File: src/rtl/auth_pkg.sv
// -----------------------------------------------------------------------------
// auth_pkg
// Shared definitions for the USB Type-C authentication certificate path:
//   - sched_state_e : read-scheduler FSM states
//   - certificate size constants (bytes)
//   - default streaming chunk size
// No ports (package).
// -----------------------------------------------------------------------------
package auth_pkg;

    typedef enum logic [1:0] {
        ST_ARB   = 2'd0,
        ST_ISSUE = 2'd1,
        ST_WAIT  = 2'd2,
        ST_XFER  = 2'd3
    } sched_state_e;

    localparam int MaxLeafCertSize         = 640;
    localparam int MaxIntermediateCertSize = 512;
    localparam int MaxACDSize              = 128;
    localparam int MaxCertChainSize        = 4096;

    localparam int CHUNK_MAX_DEFAULT       = 64;

endpackage

File: src/rtl/auth_cert_read_sched_if.sv
// -----------------------------------------------------------------------------
// auth_cert_read_sched_if
// Bundles the request, memory-read, byte-stream and response signals of the
// certificate-chain read scheduler.
//   slave  : scheduler side (accepts requests, drives memory reads and output)
//   master : environment side (requesters, chain memory, byte consumer)
// Optional: AUTH_CERT_SCHED_ABORT_EN adds the per-requester abort strobe.
// -----------------------------------------------------------------------------
interface auth_cert_read_sched_if #(
    parameter int ADDR_W = 12,
    parameter int LEN_W  = 13
);
    logic [1:0]          req_valid;
    logic [2*ADDR_W-1:0] req_offset;
    logic [2*LEN_W-1:0]  req_length;
    logic [1:0]          req_ready;
    logic [LEN_W-1:0]    chain_len;

    logic                mem_rd_en;
    logic [ADDR_W-1:0]   mem_addr;
    logic [7:0]          mem_rd_data;
    logic                mem_rd_valid;

    logic                out_valid;
    logic                out_ready;
    logic [7:0]          out_data;
    logic                out_owner;
    logic                out_last;

    logic [1:0]          resp_done;
    logic [1:0]          resp_err;
`ifdef AUTH_CERT_SCHED_ABORT_EN
    logic [1:0]          abort;
`endif

    modport slave (
`ifdef AUTH_CERT_SCHED_ABORT_EN
        input  abort,
`endif
        input  req_valid, req_offset, req_length, chain_len,
        input  mem_rd_data, mem_rd_valid, out_ready,
        output req_ready, mem_rd_en, mem_addr,
        output out_valid, out_data, out_owner, out_last,
        output resp_done, resp_err
    );

    modport master (
`ifdef AUTH_CERT_SCHED_ABORT_EN
        output abort,
`endif
        output req_valid, req_offset, req_length, chain_len,
        output mem_rd_data, mem_rd_valid, out_ready,
        input  req_ready, mem_rd_en, mem_addr,
        input  out_valid, out_data, out_owner, out_last,
        input  resp_done, resp_err
    );

endinterface

File: src/rtl/auth_rr_arbiter2.sv
// -----------------------------------------------------------------------------
// auth_rr_arbiter2
// Two-way round-robin arbiter. On a tie the requester that did not win last
// time is granted.
//   active_i[1:0]  : requesters wanting service
//   last_owner_i   : id of the previous grant
//   grant_o[1:0]   : one-hot grant (zero when nothing is active)
//   grant_id_o     : id of the granted requester
// -----------------------------------------------------------------------------
module auth_rr_arbiter2 (
    input  logic [1:0] active_i,
    input  logic       last_owner_i,
    output logic [1:0] grant_o,
    output logic       grant_id_o
);

    always_comb begin
        grant_id_o = 1'b0;
        case (active_i)
            2'b01:   grant_id_o = 1'b0;
            2'b10:   grant_id_o = 1'b1;
            2'b11:   grant_id_o = ~last_owner_i;
            default: grant_id_o = 1'b0;
        endcase
        grant_o = 2'b00;
        if (|active_i) begin
            grant_o[grant_id_o] = 1'b1;
        end
    end

endmodule

File: src/rtl/auth_cert_read_sched.sv
// -----------------------------------------------------------------------------
// auth_cert_read_sched
// Certificate-chain read scheduler. Shares the single chain memory between the
// CC1 (requester 0) and CC2 (requester 1) paths. Each request (offset, length)
// is bounds-checked against chain_len, then streamed byte by byte in chunks of
// at most CHUNK_MAX, round-robining between active requesters per chunk.
// Ports:
//   clk    : rising-edge clock
//   reset  : asynchronous, active-high
//   bus    : auth_cert_read_sched_if.slave (requests, memory reads, byte
//            stream, completion responses)
// Optional: `define AUTH_CERT_SCHED_ABORT_EN adds bus.abort[1:0].
// -----------------------------------------------------------------------------
module auth_cert_read_sched
    import auth_pkg::*;
#(
    parameter int CHAIN_SIZE_MAX = MaxCertChainSize,
    parameter int CHUNK_MAX      = CHUNK_MAX_DEFAULT,
    parameter int ADDR_W         = 12,
    parameter int LEN_W          = 13
) (
    input  logic                   clk,
    input  logic                   reset,
    auth_cert_read_sched_if.slave  bus
);

    localparam int CW = $clog2(CHUNK_MAX + 1);

    sched_state_e      state_q, state_d;
    logic [1:0]        act_q, act_d;
    logic [ADDR_W-1:0] addr_q [2];
    logic [ADDR_W-1:0] addr_d [2];
    logic [LEN_W-1:0]  rem_q  [2];
    logic [LEN_W-1:0]  rem_d  [2];
    logic              owner_q, owner_d;
    logic              last_owner_q, last_owner_d;
    logic [CW-1:0]     chunk_q, chunk_d;
    logic [7:0]        data_q, data_d;
    logic [1:0]        done_q, done_d;
    logic [1:0]        err_q, err_d;

    logic [ADDR_W-1:0] req_off [2];
    logic [LEN_W-1:0]  req_len [2];
    logic [1:0]        acc_ok, acc_rej;
    logic [LEN_W-1:0]  chain_lim;
    logic [1:0]        abort_now;
    logic              owner_abort;
    logic [1:0]        grant;
    logic              grant_id;

    // chain_len can never legitimately exceed the physical chain memory
    assign chain_lim = (bus.chain_len > LEN_W'(CHAIN_SIZE_MAX)) ? LEN_W'(CHAIN_SIZE_MAX)
                                                                 : bus.chain_len;

    for (genvar g = 0; g < 2; g++) begin : g_req
        logic [LEN_W:0] end_sum;
        logic           fire;
        assign req_off[g]  = bus.req_offset[g*ADDR_W +: ADDR_W];
        assign req_len[g]  = bus.req_length[g*LEN_W +: LEN_W];
        // one extra bit so offset+length cannot wrap past the limit
        assign end_sum     = (LEN_W+1)'(req_off[g]) + (LEN_W+1)'(req_len[g]);
        assign fire        = bus.req_valid[g] & ~act_q[g];
        assign acc_ok[g]   = fire & (req_len[g] != '0) & (end_sum <= {1'b0, chain_lim});
        assign acc_rej[g]  = fire & ~acc_ok[g];
    end

`ifdef AUTH_CERT_SCHED_ABORT_EN
    logic abort_pend_q, abort_pend_d;
    logic wait_abort;

    // The owner waiting on memory cannot drop its read; it is handled in WAIT.
    always_comb begin
        for (int i = 0; i < 2; i++) begin
            abort_now[i] = bus.abort[i] & act_q[i] &
                           ~((state_q == ST_WAIT) && (owner_q == 1'(i)));
        end
    end
    assign owner_abort = abort_now[owner_q] & ((state_q == ST_ISSUE) | (state_q == ST_XFER));
    assign wait_abort  = abort_pend_q | (bus.abort[owner_q] & act_q[owner_q]);
`else
    assign abort_now   = 2'b00;
    assign owner_abort = 1'b0;
`endif

    auth_rr_arbiter2 u_arb (
        .active_i     (act_q & ~abort_now),
        .last_owner_i (last_owner_q),
        .grant_o      (grant),
        .grant_id_o   (grant_id)
    );

    always_comb begin
        state_d      = state_q;
        act_d        = act_q;
        addr_d       = addr_q;
        rem_d        = rem_q;
        owner_d      = owner_q;
        last_owner_d = last_owner_q;
        chunk_d      = chunk_q;
        data_d       = data_q;
        done_d       = 2'b00;
        err_d        = 2'b00;
`ifdef AUTH_CERT_SCHED_ABORT_EN
        abort_pend_d = abort_pend_q;
`endif

        for (int i = 0; i < 2; i++) begin
            if (abort_now[i]) begin
                act_d[i]  = 1'b0;
                done_d[i] = 1'b1;
                err_d[i]  = 1'b1;
            end
            if (acc_ok[i]) begin
                act_d[i]  = 1'b1;
                addr_d[i] = req_off[i];
                rem_d[i]  = req_len[i];
            end else if (acc_rej[i]) begin
                done_d[i] = 1'b1;
                err_d[i]  = 1'b1;
            end
        end

        case (state_q)
            ST_ARB: begin
                if (|grant) begin
                    owner_d      = grant_id;
                    last_owner_d = grant_id;
                    chunk_d      = '0;
                    state_d      = ST_ISSUE;
                end
            end
            ST_ISSUE: begin
                state_d = owner_abort ? ST_ARB : ST_WAIT;
            end
            ST_WAIT: begin
`ifdef AUTH_CERT_SCHED_ABORT_EN
                if (bus.mem_rd_valid && wait_abort) begin
                    // the in-flight byte is swallowed before the context is released
                    act_d[owner_q]  = 1'b0;
                    done_d[owner_q] = 1'b1;
                    err_d[owner_q]  = 1'b1;
                    abort_pend_d    = 1'b0;
                    state_d         = ST_ARB;
                end else if (bus.mem_rd_valid) begin
                    data_d  = bus.mem_rd_data;
                    state_d = ST_XFER;
                end else if (wait_abort) begin
                    abort_pend_d = 1'b1;
                end
`else
                if (bus.mem_rd_valid) begin
                    data_d  = bus.mem_rd_data;
                    state_d = ST_XFER;
                end
`endif
            end
            ST_XFER: begin
                if (owner_abort) begin
                    state_d = ST_ARB;
                end else if (bus.out_ready) begin
                    addr_d[owner_q] = addr_q[owner_q] + ADDR_W'(1);
                    rem_d[owner_q]  = rem_q[owner_q] - LEN_W'(1);
                    chunk_d         = chunk_q + CW'(1);
                    if (rem_q[owner_q] == LEN_W'(1)) begin
                        act_d[owner_q]  = 1'b0;
                        done_d[owner_q] = 1'b1;
                        state_d         = ST_ARB;
                    end else if (chunk_q + CW'(1) == CW'(CHUNK_MAX)) begin
                        state_d = ST_ARB;
                    end else begin
                        state_d = ST_ISSUE;
                    end
                end
            end
            default: state_d = ST_ARB;
        endcase
    end

    always_ff @(posedge clk or posedge reset) begin
        if (reset) begin
            state_q      <= ST_ARB;
            act_q        <= 2'b00;
            for (int i = 0; i < 2; i++) begin
                addr_q[i] <= '0;
                rem_q[i]  <= '0;
            end
            owner_q      <= 1'b0;
            last_owner_q <= 1'b1;
            chunk_q      <= '0;
            data_q       <= '0;
            done_q       <= 2'b00;
            err_q        <= 2'b00;
        end else begin
            state_q      <= state_d;
            act_q        <= act_d;
            addr_q       <= addr_d;
            rem_q        <= rem_d;
            owner_q      <= owner_d;
            last_owner_q <= last_owner_d;
            chunk_q      <= chunk_d;
            data_q       <= data_d;
            done_q       <= done_d;
            err_q        <= err_d;
        end
    end

`ifdef AUTH_CERT_SCHED_ABORT_EN
    always_ff @(posedge clk or posedge reset) begin
        if (reset) begin
            abort_pend_q <= 1'b0;
        end else begin
            abort_pend_q <= abort_pend_d;
        end
    end
`endif

    assign bus.req_ready = ~act_q;
    assign bus.mem_rd_en = (state_q == ST_ISSUE);
    assign bus.mem_addr  = (state_q == ST_ISSUE) ? addr_q[owner_q] : '0;
    assign bus.out_valid = (state_q == ST_XFER) & ~owner_abort;
    assign bus.out_data  = data_q;
    assign bus.out_owner = owner_q;
    assign bus.out_last  = (state_q == ST_XFER) & ~owner_abort & (rem_q[owner_q] == LEN_W'(1));
    assign bus.resp_done = done_q;
    assign bus.resp_err  = err_q;

endmodule

File: src/flat_wrapper.sv
// flat-port wrapper written by rule: the top's interface ports become plain ports
module auth_cert_read_sched_flat import auth_pkg::*;
#(
    parameter int CHAIN_SIZE_MAX = MaxCertChainSize,
    parameter int CHUNK_MAX      = CHUNK_MAX_DEFAULT,
    parameter int ADDR_W         = 12,
    parameter int LEN_W          = 13
)
  (clk, reset, bus_req_valid, bus_req_offset, bus_req_length, bus_chain_len, bus_mem_rd_data, bus_mem_rd_valid, bus_out_ready, bus_req_ready, bus_mem_rd_en, bus_mem_addr, bus_out_valid, bus_out_data, bus_out_owner, bus_out_last, bus_resp_done, bus_resp_err);
  auth_cert_read_sched_if #(.ADDR_W(ADDR_W), .LEN_W(LEN_W)) bus_i ();
  input  logic clk;
  input  logic reset;
  input wire logic [$bits(bus_i.req_valid)-1:0] bus_req_valid;
  input wire logic [$bits(bus_i.req_offset)-1:0] bus_req_offset;
  input wire logic [$bits(bus_i.req_length)-1:0] bus_req_length;
  input wire logic [$bits(bus_i.chain_len)-1:0] bus_chain_len;
  input wire logic [$bits(bus_i.mem_rd_data)-1:0] bus_mem_rd_data;
  input wire logic [$bits(bus_i.mem_rd_valid)-1:0] bus_mem_rd_valid;
  input wire logic [$bits(bus_i.out_ready)-1:0] bus_out_ready;
  output wire logic [$bits(bus_i.req_ready)-1:0] bus_req_ready;
  output wire logic [$bits(bus_i.mem_rd_en)-1:0] bus_mem_rd_en;
  output wire logic [$bits(bus_i.mem_addr)-1:0] bus_mem_addr;
  output wire logic [$bits(bus_i.out_valid)-1:0] bus_out_valid;
  output wire logic [$bits(bus_i.out_data)-1:0] bus_out_data;
  output wire logic [$bits(bus_i.out_owner)-1:0] bus_out_owner;
  output wire logic [$bits(bus_i.out_last)-1:0] bus_out_last;
  output wire logic [$bits(bus_i.resp_done)-1:0] bus_resp_done;
  output wire logic [$bits(bus_i.resp_err)-1:0] bus_resp_err;
  assign bus_i.req_valid = bus_req_valid;
  assign bus_i.req_offset = bus_req_offset;
  assign bus_i.req_length = bus_req_length;
  assign bus_i.chain_len = bus_chain_len;
  assign bus_i.mem_rd_data = bus_mem_rd_data;
  assign bus_i.mem_rd_valid = bus_mem_rd_valid;
  assign bus_i.out_ready = bus_out_ready;
  assign bus_req_ready = bus_i.req_ready;
  assign bus_mem_rd_en = bus_i.mem_rd_en;
  assign bus_mem_addr = bus_i.mem_addr;
  assign bus_out_valid = bus_i.out_valid;
  assign bus_out_data = bus_i.out_data;
  assign bus_out_owner = bus_i.out_owner;
  assign bus_out_last = bus_i.out_last;
  assign bus_resp_done = bus_i.resp_done;
  assign bus_resp_err = bus_i.resp_err;
  auth_cert_read_sched #(.CHAIN_SIZE_MAX(CHAIN_SIZE_MAX), .CHUNK_MAX(CHUNK_MAX), .ADDR_W(ADDR_W), .LEN_W(LEN_W)) u_core (.clk(clk), .reset(reset), .bus(bus_i));
endmodule
File: config.mk
export PLATFORM = sky130hd
export DESIGN_NAME = auth_cert_read_sched_flat
export DESIGN_NICKNAME = d
export VERILOG_FILES = /design/src/rtl/auth_pkg.sv /design/src/rtl/auth_cert_read_sched_if.sv /design/src/rtl/auth_rr_arbiter2.sv /design/src/rtl/auth_cert_read_sched.sv /design/src/flat_wrapper.sv
export SDC_FILE = /design/constraint.sdc
export NUM_CORES = 1
export LEC_CHECK = 0
export ABC_AREA = 1
export ABC_CLOCK_PERIOD_IN_PS = 2900
export BUFFER_PORTS_ARGS = -buffer_cell sky130_fd_sc_hd__buf_4
export CORE_MARGIN = 2
export CORE_UTILIZATION = 45
export CTS_CLUSTER_SIZE = 10
export DETAILED_ROUTE_END_ITERATION = 7
export GPL_ROUTABILITY_DRIVEN = 0
export GPL_TIMING_DRIVEN = 0
export HOLD_SLACK_MARGIN = 0.12
export PLACE_DENSITY = 0.67
export SETUP_SLACK_MARGIN = 0.05
export SYNTH_ARGS = -nofsm -noshare
export SYNTH_HDL_FRONTEND = slang
export SYNTH_SLANG_ARGS = --single-unit
File: constraint.sdc
create_clock -name clk -period 2.9 [get_ports clk]
set_clock_uncertainty 0.2 [all_clocks]
set_input_delay 0.58 -clock clk [delete_from_list [all_inputs] [get_ports clk]]
set_output_delay 0.58 -clock clk [all_outputs]
set_load 0.005 [all_outputs]
==> flow_summary_export.csv <==
group,metric,value,unit
worst_setup_path,crit_chain,"buf_4 > ha_4 > nand2_2 > nor4_4 > nor2_2 > o21ai_2 > xor2_1 > ha_1 > nand2_2 > inv_2 > o21ai_1 > nand2_1 > a21oi_2 > nand2_2 > nand2_4 > nand3_4 > buf_6 > nand2_2 > nand2_1 > o21ai_1 > inv_1",
synthesis,ys_top_cells_by_area,"dfrtp_1 28%, nand2_1 13%, ha_1 11%, inv_1 9.3%, nand3_1 6.6%",
route,drc,0,
timing,period_minus_slack,3.47,ns
clocking,cts_root_buf,"clkbuf_16",
worst_setup_path,crit_cells,21,
worst_setup_path,cp_data_required_time,2.93,ns
timing,hold_violations,0,
clocking,clock_path_buffers,2,
worst_setup_path,crit_fanout,6,
power_and_ir_drop,power_density,806,mW/mm²
worst_setup_path,worstSetupStartpointType,"input port",
worst_setup_path,arrival,3.50,ns
worst_hold_path,hp-class,"in2reg",
finish,mostFrequentLayoutCells,"174 x nand2_1, 154 x inv_1, 130 x buf_4",
timing,fmax,288,MHz
synthesis,syn_inst,954,
floorplanning,ioPinCount,107,
finish,nNetsFinal,1259,
outcome,outcome,"finished, violations left",
global_route,antenna_found_initial,0,
timing,rsz0062_at_grt,"yes",
floorplanning,fp.coreArea,0.0145,mm²
clocking,clkLatencyLatePin,0.34,ns
floorplanning,die_y,126,µm
global_route,grt_pass1_wl,32.9,mm
global_route,first_global_vias,6649,
worst_setup_path,cpLargestDelayFamily,"simple AND/OR/NAND/NOR gates",
finish,final_cells,1311,
floorplanning,num_rows,44,
synthesis,avgSynthCellArea,6.97,µm²
finish,area_delta_synth_final,46.3,%
synthesis,synth-seq-cells,75,
synthesis,yosysWarningCount,0,
clocking,htree_levels,3,
global_route,track_usage,25.9,%
route,wl,21.8,mm
synthesis,synthFlopType,"dfrtp_1",
timing,fin_ws,-0.574,ns
route,vias,7002,
clocking,cts_sinks,75,
worst_setup_path,crit_path_max_incr_delay,0.29,ns
synthesis,ys_types,47,
timing,tightestPinTransition,0.829,ns
finish,fill_cells,1215,
place,dp.cells,1245,
place,hpwl,15.5,mm
synthesis,synth_top_area_share,27.8,%
route,wl_per_cell,16.6,µm
finish,layout_commonest_cell,"nand2_1",
clocking,clkTransAtPathRegs,0.06,ns
worst_hold_path,hold_path_depth,2,
global_route,grt-ovfl-total,0,
worst_setup_path,path_buf_inv,4,
synthesis,ys_seq_area_share,28.2,%
synthesis,synth_nets,1091,
timing,finalCritPeriodShare,120,%
worst_setup_path,slowest_stage,"ha_4",
outcome,violations,"negative setup slack",
route,drt_pass1_iterations,7,
synthesis,synth_edf_count,0,
route,drt_iter0_drc,460,
floorplanning,initial_core_util,45.9,%
power_and_ir_drop,p_leak,4.90,nW
timing,setup_viol,56,
global_route,grt_start_max_net_pins,62,
timing,setup_tns,-25.60,ns
worst_setup_path,end_kind,"register",
power_and_ir_drop,p_total,7.85,mW
timing,timing.hold.ws,0.274,ns
worst_setup_path,worstRegToRegCells,8,
clocking,cts_tree,"done",
synthesis,yosysTopAreaCell,"dfrtp_1",
job,maxCapViolCount,0,
power_and_ir_drop,irDropWorstVdd,0.409,mV
route,ant_nets,0,
timing,maxSlewHeadroom,44.7,%
synthesis,async_flop_share,100,%
place,numPortBuffers,106,
floorplanning,dieWidth,126,µm
finish,drive_above_1_share,35.9,%
synthesis,netlist_area,0.00665,mm²
worst_setup_path,path_class,"in2reg",
worst_setup_path,cpMostUsedCell,"nand2_2",
timing,report.final.slew_viol_count,0,
clocking,cts_buffers,9,
finish,antennaDiodeCount,0,
floorplanning,dieArea,0.0158,mm²
route,via_per_inst,5.34,
-- cell families after synthesis --
group                      share of synthesized area (%)
buffers and inverters                               12.2
AOI/OAI and AO/OA                                   11.3
DFF                                                 28.2
muxes                                               1.35
and+or+nand+nor                                     29.5
xor gates and xnor gates                            5.92
adders and majority gates                           11.5
-- registers in the layout, summed over array words and instances, names as in the netlist --
signal and count:
u_core.rem_q 26, u_core.chunk_q 7, u_core.bus.resp_err 2, u_core.last_owner_q 1, u_core.state_q 2, u_core.bus.out_data 8
u_core.bus.resp_done 2, u_core.bus.out_owner 1, u_core.act_q 2, u_core.addr_q 24
-- Yosys cell counts (8+ instances only) --
cell	n
nor4_1	8
nor2_1	65
o21ai_0	37
mux2_2	8
nand4_1	26
o21ai_1	23
clkbuf_1	12
nand3_1	88
xnor2_1	14
inv_1	164
ha_1	58
xor2_1	31
dfrtp_1	74
a21oi_1	34
nand2_1	223
-- routing by layer --
metal,global-route usage (%),routed length (µm),up-vias
met5,0,0,-
met4,7.06,589,0
met3,3.29,1150,37
met2,43.4,10500,224
met1,35.4,9510,3300
li1,-,-,3441
-- final timing paths --
kind / start / to / slack [ns]
worst max-delay path: bus_req_offset[5] / u_core.rem_q[14] / -0.57
worst min-delay path: bus_mem_rd_data[3] / u_core.bus.out_data[3] / 0.27
worst max register to register: u_core.state_q[1] / u_core.addr_q[10] / 0.12
worst min register to register: u_core.bus.out_data[6] / u_core.bus.out_data[6] / 0.31
max in group asynchronous: reset / u_core.last_owner_q / 1.36
min in group asynchronous: reset / u_core.chunk_q[4] / 0.52
-- power breakdown --
part / switching (mW) / leakage (nW) / total, mW / internal [mW]
registers: 0.299 / 0.888 / 1.83 / 1.53
clock network: 0.464 / 0.139 / 1.13 / 0.667
logic: 2.85 / 3.87 / 4.88 / 2.03
total: 3.61 / 4.90 / 7.85 / 4.23
-- through the flow --
step / worst slack (ns) / util [%] / area (µm²)
finish: -0.574 / 67.2 / 9730
global placement: -1.10 / 54.1 / 7840
CTS: -0.508 / 62.8 / 9090
global route: -0.757 / 67.2 / 9730
detailed placement: -1.13 / 54.3 / 7870
floorplan: -0.493 / - / 6810
-- repair_timing --
item | 4_1_cts | 5_1_grt
resized for setup | 134 | 145
pin swaps | 66 | 65
hold buffers | 1 | 0
gates cloned | 8 | 3
buffers inserted | 31 | 13
endpoints found under the hold margin | 14 | 0
setup endpoints to repair | 57 | 57
-- area by class of cell --
class / instances / area, µm² / share of cell area [%]
Clock buffer: 10 / 229 / 2.35
Timing Repair Buffer: 157 / 1390 / 14.3
Tap cell: 184 / 230 / 2.37
Sequential cell: 75 / 1880 / 19.3
Multi-Input combinational cell: 684 / 5080 / 52.2
Inverter: 168 / 641 / 6.58
Clock inverter: 6 / 63.8 / 0.656
Buffer: 27 / 218 / 2.24
Note: power is estimated with default switching activity, not from simulation.
